File: config.mk
export PLATFORM = sky130hd
export DESIGN_NAME = pipeline_hazard_ctrl_flat
export DESIGN_NICKNAME = d
export VERILOG_FILES = /design/src/rtl/pipeline_hazard_ctrl_pkg.sv /design/src/rtl/pipeline_hazard_ctrl_if.sv /design/src/rtl/pipeline_hazard_ctrl_sat_counter.sv /design/src/rtl/pipeline_hazard_ctrl.sv /design/src/flat_wrapper.sv
export SDC_FILE = /design/constraint.sdc
export NUM_CORES = 1
export LEC_CHECK = 0
export BUFFER_PORTS_ARGS = -buffer_cell sky130_fd_sc_hd__buf_2
export CORE_ASPECT_RATIO = 1.4
export CORE_MARGIN = 1.5
export CORE_UTILIZATION = 55
export DETAILED_ROUTE_END_ITERATION = 12
export PLACE_DENSITY = 0.82
export SLEW_MARGIN = 15
export SYNTH_ARGS = -nofsm -noshare
export SYNTH_HDL_FRONTEND = slang
export SYNTH_HIERARCHICAL = 1
export SYNTH_SLANG_ARGS = --single-unit
File: constraint.sdc
create_clock -name CLK -period 6.55 [get_ports CLK]
set_clock_uncertainty 0.2 [all_clocks]
set_input_delay 0.3275 -clock CLK [delete_from_list [all_inputs] [get_ports CLK]]
set_output_delay 0.3275 -clock CLK [all_outputs]
set_load 0.02 [all_outputs]
File: src/rtl/pipeline_hazard_ctrl_pkg.sv
// Shared pipeline-control definitions: FSM encoding, hazard priority, M-extension decode constants.
// The instruction decoder imports the same package.
package pipeline_hazard_ctrl_pkg;

    typedef enum logic {
        ST_RUN     = 1'b0,
        ST_MD_WAIT = 1'b1
    } hz_state_e;

    // Ordered lowest to highest priority.
    typedef enum logic [2:0] {
        PRIO_NONE,
        PRIO_LOAD_USE,
        PRIO_MULDIV,
        PRIO_REDIRECT,
        PRIO_BUSYWAIT
    } hz_prio_e;

    localparam logic [6:0] OPC_OP    = 7'b0110011;
    localparam logic [6:0] F7_MULDIV = 7'b0000001;

    function automatic logic is_muldiv(input logic [6:0] opcode, input logic [6:0] funct7);
        return (opcode == OPC_OP) && (funct7 == F7_MULDIV);
    endfunction

endpackage

File: src/rtl/pipeline_hazard_ctrl_if.sv
// Hazard-controller bundle: datapath status into the controller, stall/flush controls and counters out.
interface pipeline_hazard_ctrl_if #(
    parameter int CNT_W = 32
);
    logic             BUSYWAIT;
    logic [4:0]       ID_RS1;
    logic [4:0]       ID_RS2;
    logic             ID_USE_RS1;
    logic             ID_USE_RS2;
    logic [4:0]       EX_RD;
    logic             EX_MEMREAD;
    logic             EX_REDIRECT;
    logic             EX_MULDIV;
    logic             EX_IS_DIV;
    logic             PC_STALL;
    logic             IFID_STALL;
    logic             IFID_FLUSH;
    logic             IDEX_STALL;
    logic             IDEX_FLUSH;
    logic             EXMEM_STALL;
    logic             EXMEM_FLUSH;
    logic             MEMWB_STALL;
    logic             MULDIV_BUSY;
    logic [CNT_W-1:0] STALL_CNT;
    logic [CNT_W-1:0] FLUSH_CNT;

    modport master (
        output BUSYWAIT, ID_RS1, ID_RS2, ID_USE_RS1, ID_USE_RS2,
               EX_RD, EX_MEMREAD, EX_REDIRECT, EX_MULDIV, EX_IS_DIV,
        input  PC_STALL, IFID_STALL, IFID_FLUSH, IDEX_STALL, IDEX_FLUSH,
               EXMEM_STALL, EXMEM_FLUSH, MEMWB_STALL, MULDIV_BUSY,
               STALL_CNT, FLUSH_CNT
    );

    modport slave (
        input  BUSYWAIT, ID_RS1, ID_RS2, ID_USE_RS1, ID_USE_RS2,
               EX_RD, EX_MEMREAD, EX_REDIRECT, EX_MULDIV, EX_IS_DIV,
        output PC_STALL, IFID_STALL, IFID_FLUSH, IDEX_STALL, IDEX_FLUSH,
               EXMEM_STALL, EXMEM_FLUSH, MEMWB_STALL, MULDIV_BUSY,
               STALL_CNT, FLUSH_CNT
    );
endinterface

File: src/rtl/pipeline_hazard_ctrl_sat_counter.sv
// Event counter that sticks at all-ones instead of wrapping.
module pipeline_hazard_ctrl_sat_counter #(
    parameter int CNT_W = 32
) (
    input  logic             CLK,
    input  logic             RESET,
    input  logic             i_inc,
    output logic [CNT_W-1:0] o_cnt
);
    logic [CNT_W-1:0] r_cnt;

    always_ff @(posedge CLK) begin
        if (RESET)
            r_cnt <= '0;
        else if (i_inc && (r_cnt != '1))
            r_cnt <= r_cnt + 1'b1;
    end

    assign o_cnt = r_cnt;
endmodule

File: src/rtl/pipeline_hazard_ctrl.sv
// Pipeline stall/flush controller: memory freeze, redirect flush, MUL/DIV occupancy and load-use bubbles.
module pipeline_hazard_ctrl
    import pipeline_hazard_ctrl_pkg::*;
#(
    parameter int MUL_CYCLES = 2,
    parameter int DIV_CYCLES = 33,
    parameter int CNT_W      = 32
) (
    input  logic                 CLK,
    input  logic                 RESET,
    pipeline_hazard_ctrl_if.slave hz
);
    localparam int MD_MAX = (DIV_CYCLES > MUL_CYCLES) ? DIV_CYCLES : MUL_CYCLES;
    localparam int MD_W   = $clog2(MD_MAX + 1);
    localparam logic [MD_W-1:0] MUL_N1 = MD_W'(MUL_CYCLES - 1);
    localparam logic [MD_W-1:0] DIV_N1 = MD_W'(DIV_CYCLES - 1);
    localparam logic            MUL_LONG = (MUL_CYCLES > 1);
    localparam logic            DIV_LONG = (DIV_CYCLES > 1);

    hz_state_e       r_state, w_state_nxt;
    logic [MD_W-1:0] r_md_cnt, w_md_cnt_nxt;
    hz_prio_e        w_prio;
    logic            w_load_use;
    logic            w_md_long;

    assign w_load_use = hz.EX_MEMREAD && (hz.EX_RD != 5'd0) &&
                        ((hz.ID_USE_RS1 && (hz.ID_RS1 == hz.EX_RD)) ||
                         (hz.ID_USE_RS2 && (hz.ID_RS2 == hz.EX_RD)));
    assign w_md_long  = hz.EX_IS_DIV ? DIV_LONG : MUL_LONG;

    always_ff @(posedge CLK) begin
        if (RESET) begin
            r_state  <= ST_RUN;
            r_md_cnt <= '0;
        end else begin
            r_state  <= w_state_nxt;
            r_md_cnt <= w_md_cnt_nxt;
        end
    end

    // An ongoing MUL/DIV wait outranks a redirect: nothing else can be in EX meanwhile.
    always_comb begin
        w_prio = PRIO_NONE;
        if (hz.BUSYWAIT)
            w_prio = PRIO_BUSYWAIT;
        else if (r_state == ST_MD_WAIT)
            w_prio = PRIO_MULDIV;
        else if (hz.EX_REDIRECT)
            w_prio = PRIO_REDIRECT;
        else if (hz.EX_MULDIV && w_md_long)
            w_prio = PRIO_MULDIV;
        else if (w_load_use)
            w_prio = PRIO_LOAD_USE;
    end

    always_comb begin
        w_state_nxt  = r_state;
        w_md_cnt_nxt = r_md_cnt;
        if (r_state == ST_MD_WAIT) begin
            if (!hz.BUSYWAIT) begin
                if (r_md_cnt == MD_W'(1)) begin
                    w_state_nxt  = ST_RUN;
                    w_md_cnt_nxt = '0;
                end else begin
                    w_md_cnt_nxt = r_md_cnt - 1'b1;
                end
            end
        end else if (w_prio == PRIO_MULDIV) begin
            w_state_nxt  = ST_MD_WAIT;
            w_md_cnt_nxt = hz.EX_IS_DIV ? DIV_N1 : MUL_N1;
        end
    end

    always_comb begin
        hz.PC_STALL    = 1'b0;
        hz.IFID_STALL  = 1'b0;
        hz.IFID_FLUSH  = 1'b0;
        hz.IDEX_STALL  = 1'b0;
        hz.IDEX_FLUSH  = 1'b0;
        hz.EXMEM_STALL = 1'b0;
        hz.EXMEM_FLUSH = 1'b0;
        hz.MEMWB_STALL = 1'b0;
        hz.MULDIV_BUSY = !RESET && (r_state == ST_MD_WAIT);
        if (!RESET) begin
            case (w_prio)
                PRIO_BUSYWAIT: begin
                    hz.PC_STALL    = 1'b1;
                    hz.IFID_STALL  = 1'b1;
                    hz.IDEX_STALL  = 1'b1;
                    hz.EXMEM_STALL = 1'b1;
                    hz.MEMWB_STALL = 1'b1;
                end
                PRIO_REDIRECT: begin
                    hz.IFID_FLUSH = 1'b1;
                    hz.IDEX_FLUSH = 1'b1;
                end
                // MEM/WB keeps moving so older instructions drain past the busy EX.
                PRIO_MULDIV: begin
                    hz.PC_STALL    = 1'b1;
                    hz.IFID_STALL  = 1'b1;
                    hz.IDEX_STALL  = 1'b1;
                    hz.EXMEM_STALL = 1'b1;
                end
                PRIO_LOAD_USE: begin
                    hz.PC_STALL   = 1'b1;
                    hz.IFID_STALL = 1'b1;
                    hz.IDEX_FLUSH = 1'b1;
                end
                default: ;
            endcase
        end
    end

    pipeline_hazard_ctrl_sat_counter #(.CNT_W(CNT_W)) u_stall_cnt (
        .CLK   (CLK),
        .RESET (RESET),
        .i_inc (hz.PC_STALL),
        .o_cnt (hz.STALL_CNT)
    );

    pipeline_hazard_ctrl_sat_counter #(.CNT_W(CNT_W)) u_flush_cnt (
        .CLK   (CLK),
        .RESET (RESET),
        .i_inc (hz.IFID_FLUSH),
        .o_cnt (hz.FLUSH_CNT)
    );
endmodule
File: src/flat_wrapper.sv
// flat-port wrapper written by rule: the top's interface ports become plain ports
module pipeline_hazard_ctrl_flat import pipeline_hazard_ctrl_pkg::*;
#(
    parameter int MUL_CYCLES = 2,
    parameter int DIV_CYCLES = 33,
    parameter int CNT_W      = 32
)
  (CLK, RESET, hz_BUSYWAIT, hz_ID_RS1, hz_ID_RS2, hz_ID_USE_RS1, hz_ID_USE_RS2, hz_EX_RD, hz_EX_MEMREAD, hz_EX_REDIRECT, hz_EX_MULDIV, hz_EX_IS_DIV, hz_PC_STALL, hz_IFID_STALL, hz_IFID_FLUSH, hz_IDEX_STALL, hz_IDEX_FLUSH, hz_EXMEM_STALL, hz_EXMEM_FLUSH, hz_MEMWB_STALL, hz_MULDIV_BUSY, hz_STALL_CNT, hz_FLUSH_CNT);
  pipeline_hazard_ctrl_if #(.CNT_W(CNT_W)) hz_i ();
  input  logic CLK;
  input  logic RESET;
  input wire logic [$bits(hz_i.BUSYWAIT)-1:0] hz_BUSYWAIT;
  input wire logic [$bits(hz_i.ID_RS1)-1:0] hz_ID_RS1;
  input wire logic [$bits(hz_i.ID_RS2)-1:0] hz_ID_RS2;
  input wire logic [$bits(hz_i.ID_USE_RS1)-1:0] hz_ID_USE_RS1;
  input wire logic [$bits(hz_i.ID_USE_RS2)-1:0] hz_ID_USE_RS2;
  input wire logic [$bits(hz_i.EX_RD)-1:0] hz_EX_RD;
  input wire logic [$bits(hz_i.EX_MEMREAD)-1:0] hz_EX_MEMREAD;
  input wire logic [$bits(hz_i.EX_REDIRECT)-1:0] hz_EX_REDIRECT;
  input wire logic [$bits(hz_i.EX_MULDIV)-1:0] hz_EX_MULDIV;
  input wire logic [$bits(hz_i.EX_IS_DIV)-1:0] hz_EX_IS_DIV;
  output wire logic [$bits(hz_i.PC_STALL)-1:0] hz_PC_STALL;
  output wire logic [$bits(hz_i.IFID_STALL)-1:0] hz_IFID_STALL;
  output wire logic [$bits(hz_i.IFID_FLUSH)-1:0] hz_IFID_FLUSH;
  output wire logic [$bits(hz_i.IDEX_STALL)-1:0] hz_IDEX_STALL;
  output wire logic [$bits(hz_i.IDEX_FLUSH)-1:0] hz_IDEX_FLUSH;
  output wire logic [$bits(hz_i.EXMEM_STALL)-1:0] hz_EXMEM_STALL;
  output wire logic [$bits(hz_i.EXMEM_FLUSH)-1:0] hz_EXMEM_FLUSH;
  output wire logic [$bits(hz_i.MEMWB_STALL)-1:0] hz_MEMWB_STALL;
  output wire logic [$bits(hz_i.MULDIV_BUSY)-1:0] hz_MULDIV_BUSY;
  output wire logic [$bits(hz_i.STALL_CNT)-1:0] hz_STALL_CNT;
  output wire logic [$bits(hz_i.FLUSH_CNT)-1:0] hz_FLUSH_CNT;
  assign hz_i.BUSYWAIT = hz_BUSYWAIT;
  assign hz_i.ID_RS1 = hz_ID_RS1;
  assign hz_i.ID_RS2 = hz_ID_RS2;
  assign hz_i.ID_USE_RS1 = hz_ID_USE_RS1;
  assign hz_i.ID_USE_RS2 = hz_ID_USE_RS2;
  assign hz_i.EX_RD = hz_EX_RD;
  assign hz_i.EX_MEMREAD = hz_EX_MEMREAD;
  assign hz_i.EX_REDIRECT = hz_EX_REDIRECT;
  assign hz_i.EX_MULDIV = hz_EX_MULDIV;
  assign hz_i.EX_IS_DIV = hz_EX_IS_DIV;
  assign hz_PC_STALL = hz_i.PC_STALL;
  assign hz_IFID_STALL = hz_i.IFID_STALL;
  assign hz_IFID_FLUSH = hz_i.IFID_FLUSH;
  assign hz_IDEX_STALL = hz_i.IDEX_STALL;
  assign hz_IDEX_FLUSH = hz_i.IDEX_FLUSH;
  assign hz_EXMEM_STALL = hz_i.EXMEM_STALL;
  assign hz_EXMEM_FLUSH = hz_i.EXMEM_FLUSH;
  assign hz_MEMWB_STALL = hz_i.MEMWB_STALL;
  assign hz_MULDIV_BUSY = hz_i.MULDIV_BUSY;
  assign hz_STALL_CNT = hz_i.STALL_CNT;
  assign hz_FLUSH_CNT = hz_i.FLUSH_CNT;
  pipeline_hazard_ctrl #(.MUL_CYCLES(MUL_CYCLES), .DIV_CYCLES(DIV_CYCLES), .CNT_W(CNT_W)) u_core (.CLK(CLK), .RESET(RESET), .hz(hz_i));
endmodule
## Word level (Yosys, flattened, before mapping)

Index checks and enable logic that the tools add are counted.

| storage, ports and cells | value |
|---|---|
| memories kept | 0 |
| word-level logic and storage cells | 56 |
| input port bits | 24 |
| bits in latches | 0 |
| bits in registers | 71 |
| bits in read-only memories | 0 |
| output and inout bits | 73 |
| bits in writable memories | 0 |

| cells by class | value |
|---|---|
| reduce and logical (&&, ||, !) cells | 15 |
| order comparisons | 0 |
| $mul | 0 |
| add/sub/neg operators | 3 |
| eq/ne operators | 10 |
| divide/modulo/power cells | 0 |
| bitwise gates (word level) | 0 |
| shifts and indexed selects | 0 |
| multiplexer cells | 24 |

Operators by type and width:

| operator | number |
|---|---|
| 32-bit by 1-bit adder with 32-bit output (second input constant) | 2 |
| 32-bit != test (second input constant) | 2 |
| 6-bit two-way mux | 5 |
| 1-bit two-way mux | 15 |
| 3-bit two-way mux | 4 |
| 5-bit == test | 2 |
| 1-bit logical AND | 7 |
| 3-bit by 2-bit == test with 1-bit output (second input constant) | 2 |
| 6-bit by 1-bit == test with 1-bit output (second input constant) | 1 |
| 6-bit by 1-bit subtractor with 6-bit output (second input constant) | 1 |
| 5-bit nonzero test | 1 |
| 2-bit OR reduction | 2 |
| 3-bit by 1-bit == test with 1-bit output (second input constant) | 1 |
| 3-bit == test (second input constant) | 1 |
| 3-bit OR reduction | 1 |
| 2-bit != test (second input constant) | 1 |
| 2-bit AND reduction | 1 |
| 2-bit nonzero test | 1 |
| 1-bit logical NOT | 1 |
| 1-bit logical OR | 1 |

## Longest topological paths before layout

| depth | value |
|---|---|
| word-level depth | 14 |
| mapped depth | 9 |
| gate-level depth less buffers | 9 |

## Hierarchy

Netlist, hierarchy kept.

By module, submodules not included:

| module | cells an instance | instances | area an instance (µm²) | seq. area each (µm²) |
|---|---|---|---|---|
| pipeline_hazard_ctrl_sat_counter | 199 | 2 | 1674.1 | 640.6 |
| pipeline_hazard_ctrl | 81 | 1 | 615.6 | 140.1 |

## Worst setup path after synthesis

No wires, ideal clock.

| path | value |
|---|---|
| path kind | in2reg |
| start point | input hz_EX_RD[3] |
| end point | register u_core.u_stall_cnt.r_cnt[31] (netlist: u_core/u_stall_cnt/o_cnt[31]) |
| path buffers | 0 |
| stages on the path | 9 |
| slack | 3.195 ns |
| data required time | 6.229 ns |
| setup time | 0.121 ns |
| arrival | 3.034 ns |
| path through | xor2_1 -> nor4_1 -> a32oi_1 -> o21bai_1 -> nand4_1 -> nor4_2 -> nand4_1 -> nor4_1 -> mux2_2 |

| between the ends | value |
|---|---|
| word-level cells in the longest chain between the ends | 14 |
| elaborated cells on any way between the ends | 20 |
| classes of those cells | eq/ne: 5; mux: 7; reduce/logical: 8 |

Ends and longest elaborated chain:

| what | line | source |
|---|---|---|
| start: declaration | flat_wrapper.sv:17 | `input wire logic [$bits(hz_i.EX_RD)-1:0] hz_EX_RD;` |
| 5-bit == test, on equally long branches | pipeline_hazard_ctrl.sv:27, pipeline_hazard_ctrl.sv:28 |  |
| 1-bit logical AND, on equally long branches | pipeline_hazard_ctrl.sv:27, pipeline_hazard_ctrl.sv:28 |  |
| 1-bit logical OR | pipeline_hazard_ctrl.sv:27 | `((hz.ID_USE_RS1 && (hz.ID_RS1 == hz.EX_RD)) \|\|` |
| 1-bit logical AND (*) | pipeline_hazard_ctrl.sv:26 | `assign w_load_use = hz.EX_MEMREAD && (hz.EX_RD != 5'd0) &&` |
| 1-bit two-way mux (*) | pipeline_hazard_ctrl.sv:52 | `else if (w_load_use)` |
| 3-bit two-way mux (*) | pipeline_hazard_ctrl.sv:50 | `else if (hz.EX_MULDIV && w_md_long)` |
| 3-bit two-way mux (*) | pipeline_hazard_ctrl.sv:48 | `else if (hz.EX_REDIRECT)` |
| 3-bit two-way mux (*) | pipeline_hazard_ctrl.sv:46 | `else if (r_state == ST_MD_WAIT)` |
| 3-bit two-way mux (*) | pipeline_hazard_ctrl.sv:44 | `if (hz.BUSYWAIT)` |
| 3-bit by 1-bit == test with 1-bit output (tied with other cells) | n/a |  |
| 3-bit OR reduction (no line) (*) | n/a |  |
| 1-bit two-way mux (*) (2 in series) | n/a |  |
| via hz_IFID_STALL | flat_wrapper.sv:23 | `output wire logic [$bits(hz_i.IFID_STALL)-1:0] hz_IFID_STALL;` |
| 1-bit logical AND (*) | pipeline_hazard_ctrl_sat_counter.sv:15 | `else if (i_inc && (r_cnt != '1))` |
| end signal: assignment | pipeline_hazard_ctrl_sat_counter.sv:16 | `r_cnt <= r_cnt + 1'b1;` |
| end: declaration | pipeline_hazard_ctrl_sat_counter.sv:10 | `logic [CNT_W-1:0] r_cnt;` |

Mark *: on every way through the listed nets, which the timed path passes. The rest lies on a longest branch.
A chain may end at the register's enable or synchronous reset.

## Worst setup path in the final report

| path | value |
|---|---|
| start point | input RESET |
| end point | register u_core.u_stall_cnt.r_cnt[31] (netlist: u_core/u_stall_cnt/o_cnt[31]) |

| between the ends | value |
|---|---|
| word-level cells in the longest chain between the ends | 2 |

Ends and longest elaborated chain:

| what | line | source |
|---|---|---|
| start: declaration | flat_wrapper.sv:11 | `input logic RESET;` |
| 1-bit two-way mux | pipeline_hazard_ctrl.sv:84 | `if (!RESET) begin` |
| 1-bit logical AND | pipeline_hazard_ctrl_sat_counter.sv:15 |  |

Parallel ways exist; a longest one is shown, timed or not.

==> flow_metrics.tcl <==
set metrics [dict create \
    finalSetupTns_ps 0 \
    gp_congestion 0.867 \
    gr-usage-all-layers_pct 26.5 \
    grt_max_degree 72 \
    fmax_mhz 287 \
    ys_ff_latch 71 \
    ys_async_sr_fraction_pct 0 \
    cts.htree.levels 3 \
    ctsResizeCount 0 \
    yosysSeqAreaShare_pct 35.9 \
    startpoint_type "input pin" \
    hold_viol_final 0 \
    ctsHoldBuffers 0 \
    path_clk_slew_ps 80 \
    layout_commonest_cell "buf_2" \
    core_um2 6980 \
    synth_area_um2 3960 \
    hp-class "input pin to flop" \
    syn_inst 479 \
    drtAntennaViolNets 0 \
    firstDrtPassIters 5 \
    start_util_pct 56.8 \
    antenna_found_initial 0 \
    post_cts_buffers 0 \
    wl_um 9910 \
    fin_crit_sh_pct 53.1 \
    maxCapViolations 0 \
    clockBufferDepth 2 \
    relSlewSlack_pct 50.4 \
    cts_buffers 9 \
    nNetsFinal 590 \
    tightest_slew_ps 744 \
    grt_overflow 0 \
    worstSetupPathType "input pin to flop" \
    drive_above_1_share_pct 23.5 \
    portBuffers 95 \
    final_cell_mix "buf_2 (95), dfxtp_1 (71), a21oi_1 (48), nor2_1 (37), nand2_1 (27)" \
    outcome "completed" \
    cts_tree "yes" \
    peakVddDrop_mv 0.195 \
    cp.arrival_ps 3510 \
    layout_min_cycle_time_ps 3480 \
    fp.dieW_um 74.8 \
    num_rows 36 \
    power_density_nw_per_um2 189 \
    area_delta_synth_final_pct 18.1 \
    p_leak_nw 1.70 \
    yosysWarnings 6 \
    grt_pass1_vias 3514 \
    yosysUniqueCellTypes 52 \
    wl_per_cell_um 15.0 \
    clkSinkCount 71 \
    hold-worst-slack_ps 109 \
    pin_count 97 \
    crit_required_ps 6580 \
    dieHeight_um 103 \
    final-max-slew-violation-count 0 \
    num_vias 4067 \
    clockRootBuffer "clkbuf_8" \
    die-area_um2 7730 \
    first_iter_violations 238 \
    rsz0062_at_grt "no" \
    clock_latency_ps 340 \
    synth_nets 507 \
    hpwl_um 6960 \
    viasPerCell 6.14 \
    worstPathMaxFanout 71 \
    avgSynthCellArea_um2 8.28 \
    grt_pass1_wl_um 16300 \
    setup_viol 0 \
    synth_edf_count 0 \
    drc 0 \
    n_fill_cell 568 \
    cp-end-kind "flop" \
    synth_ff_type "dfxtp_1" \
    p_total_w 0.000885 \
    antenna_cells 0 \
]
## cells in the mapped netlist (3+ instances only)
cell type  number  area [um^2]
or4_1          24          180
nor2_1         37          139
nor4_1         11         68.8
o31ai_1        24          180
nor2b_1         6         37.5
and2_1          3         18.8
and3_1          6         37.5
a21oi_1        48          240
o21ai_0        16         80.1
clkbuf_1       17         63.8
buf_4           3         22.5
xor2_1         10         87.6
dfxtp_1        71         1420
xnor2_1        14          123
ha_1            4         50.1
a211oi_1        3         22.5
and4_1          8         70.1
nand4_1        20          125
nor3b_1         4         30.0
nand2b_1        5         31.3
a2111oi_0       4         35.0
or3_1          20          125
inv_1           9         33.8
nor3_1          8         40.0
nand2_1        27          101
or3_4           3         33.8
a31oi_1         4         25.0
nand3_1        26          130
buf_2           6         30.0
## kinds of logic (layout without fill, tap and decap cells)
group                    after synthesis  in the layout  synth area share (%)
AND/OR/NAND/NOR                      219            219                  32.1
AO/OA/AOI/OAI                        119            119                  19.9
flip-flops                            71             71                  35.9
XOR/XNOR                              24             24                  5.30
multiplexers                           6              6                  1.64
other                                  1              1                0.0946
buffers and inverters                 35            123                  3.79
adder cells (fa/ha/maj)                4              4                  1.26
## path summary, 6_finish.rpt
kind	from	endpoint	slack, ps	depth (start not counted)
hold / removal	RESET	u_core/r_state$_SDFF_PP0_	110	2
hold reg to reg	u_core/u_stall_cnt/o_cnt[15]$_SDFFE_PP0P_	u_core/u_stall_cnt/o_cnt[15]$_SDFFE_PP0P_	300	2
setup / recovery	RESET	u_core/u_stall_cnt/o_cnt[31]$_SDFFE_PP0P_	3070	10
setup reg to reg	u_core/r_state$_SDFF_PP0_	u_core/u_stall_cnt/o_cnt[31]$_SDFFE_PP0P_	3250	8
## flip-flops by register name, summed over array words and instances, names as in the netlist
signal / count
u_core/r_md_cnt: 6
u_core/r_state: 1
u_core/u_flush_cnt/o_cnt: 32
u_core/u_stall_cnt/o_cnt: 32
## final cells by class
type,count,area (um^2),area share [%]
clock inverters,4,70.1,1.50
flip-flops and latches,71,1420,30.4
repair buffers,98,498,10.6
inverters,9,33.8,0.722
multi-input cells,373,2400,51.4
clock buffers,12,135,2.89
well taps,95,119,2.54
## metrics by stage
stage	util, %	instances	cell area (um^2)	setup slack [ps]
after detailed placement	64.1	646	4480	2850
after floorplan	-	479	3960	3200
final	67.1	662	4680	3070
after global placement	64.1	646	4480	2970
after CTS	67.1	662	4680	3180
after global routing	67.1	662	4680	2770
## worst max-delay path: stages
cell,delay (ps)
buf_2,180
buf_4,370
nor2_1,170
nand2_1,60
o21bai_1,450
nand4_1,440
nor4_2,620
nand4_1,170
nor4_1,310
mux2_2,370
## metal layers
layer / wire length, um / GRT usage [%] / share of wire, %
met2: 5060 / 46.4 / 51
met4: 177 / 9.65 / 1.8
met1: 4150 / 31.8 / 42
met3: 517 / 5.23 / 5.2
met5: 0 / 0 / 0
## power by group
| group | internal, W | total, W | switching (W) |
|---|---|---|---|
| Clock | 0.000214 | 0.000376 | 0.000162 |
| Sequential | 0.000436 | 0.000442 | 0.00000637 |
| Combinational | 0.0000261 | 0.0000674 | 0.0000413 |
Note: power is estimated with default switching activity, not from simulation.
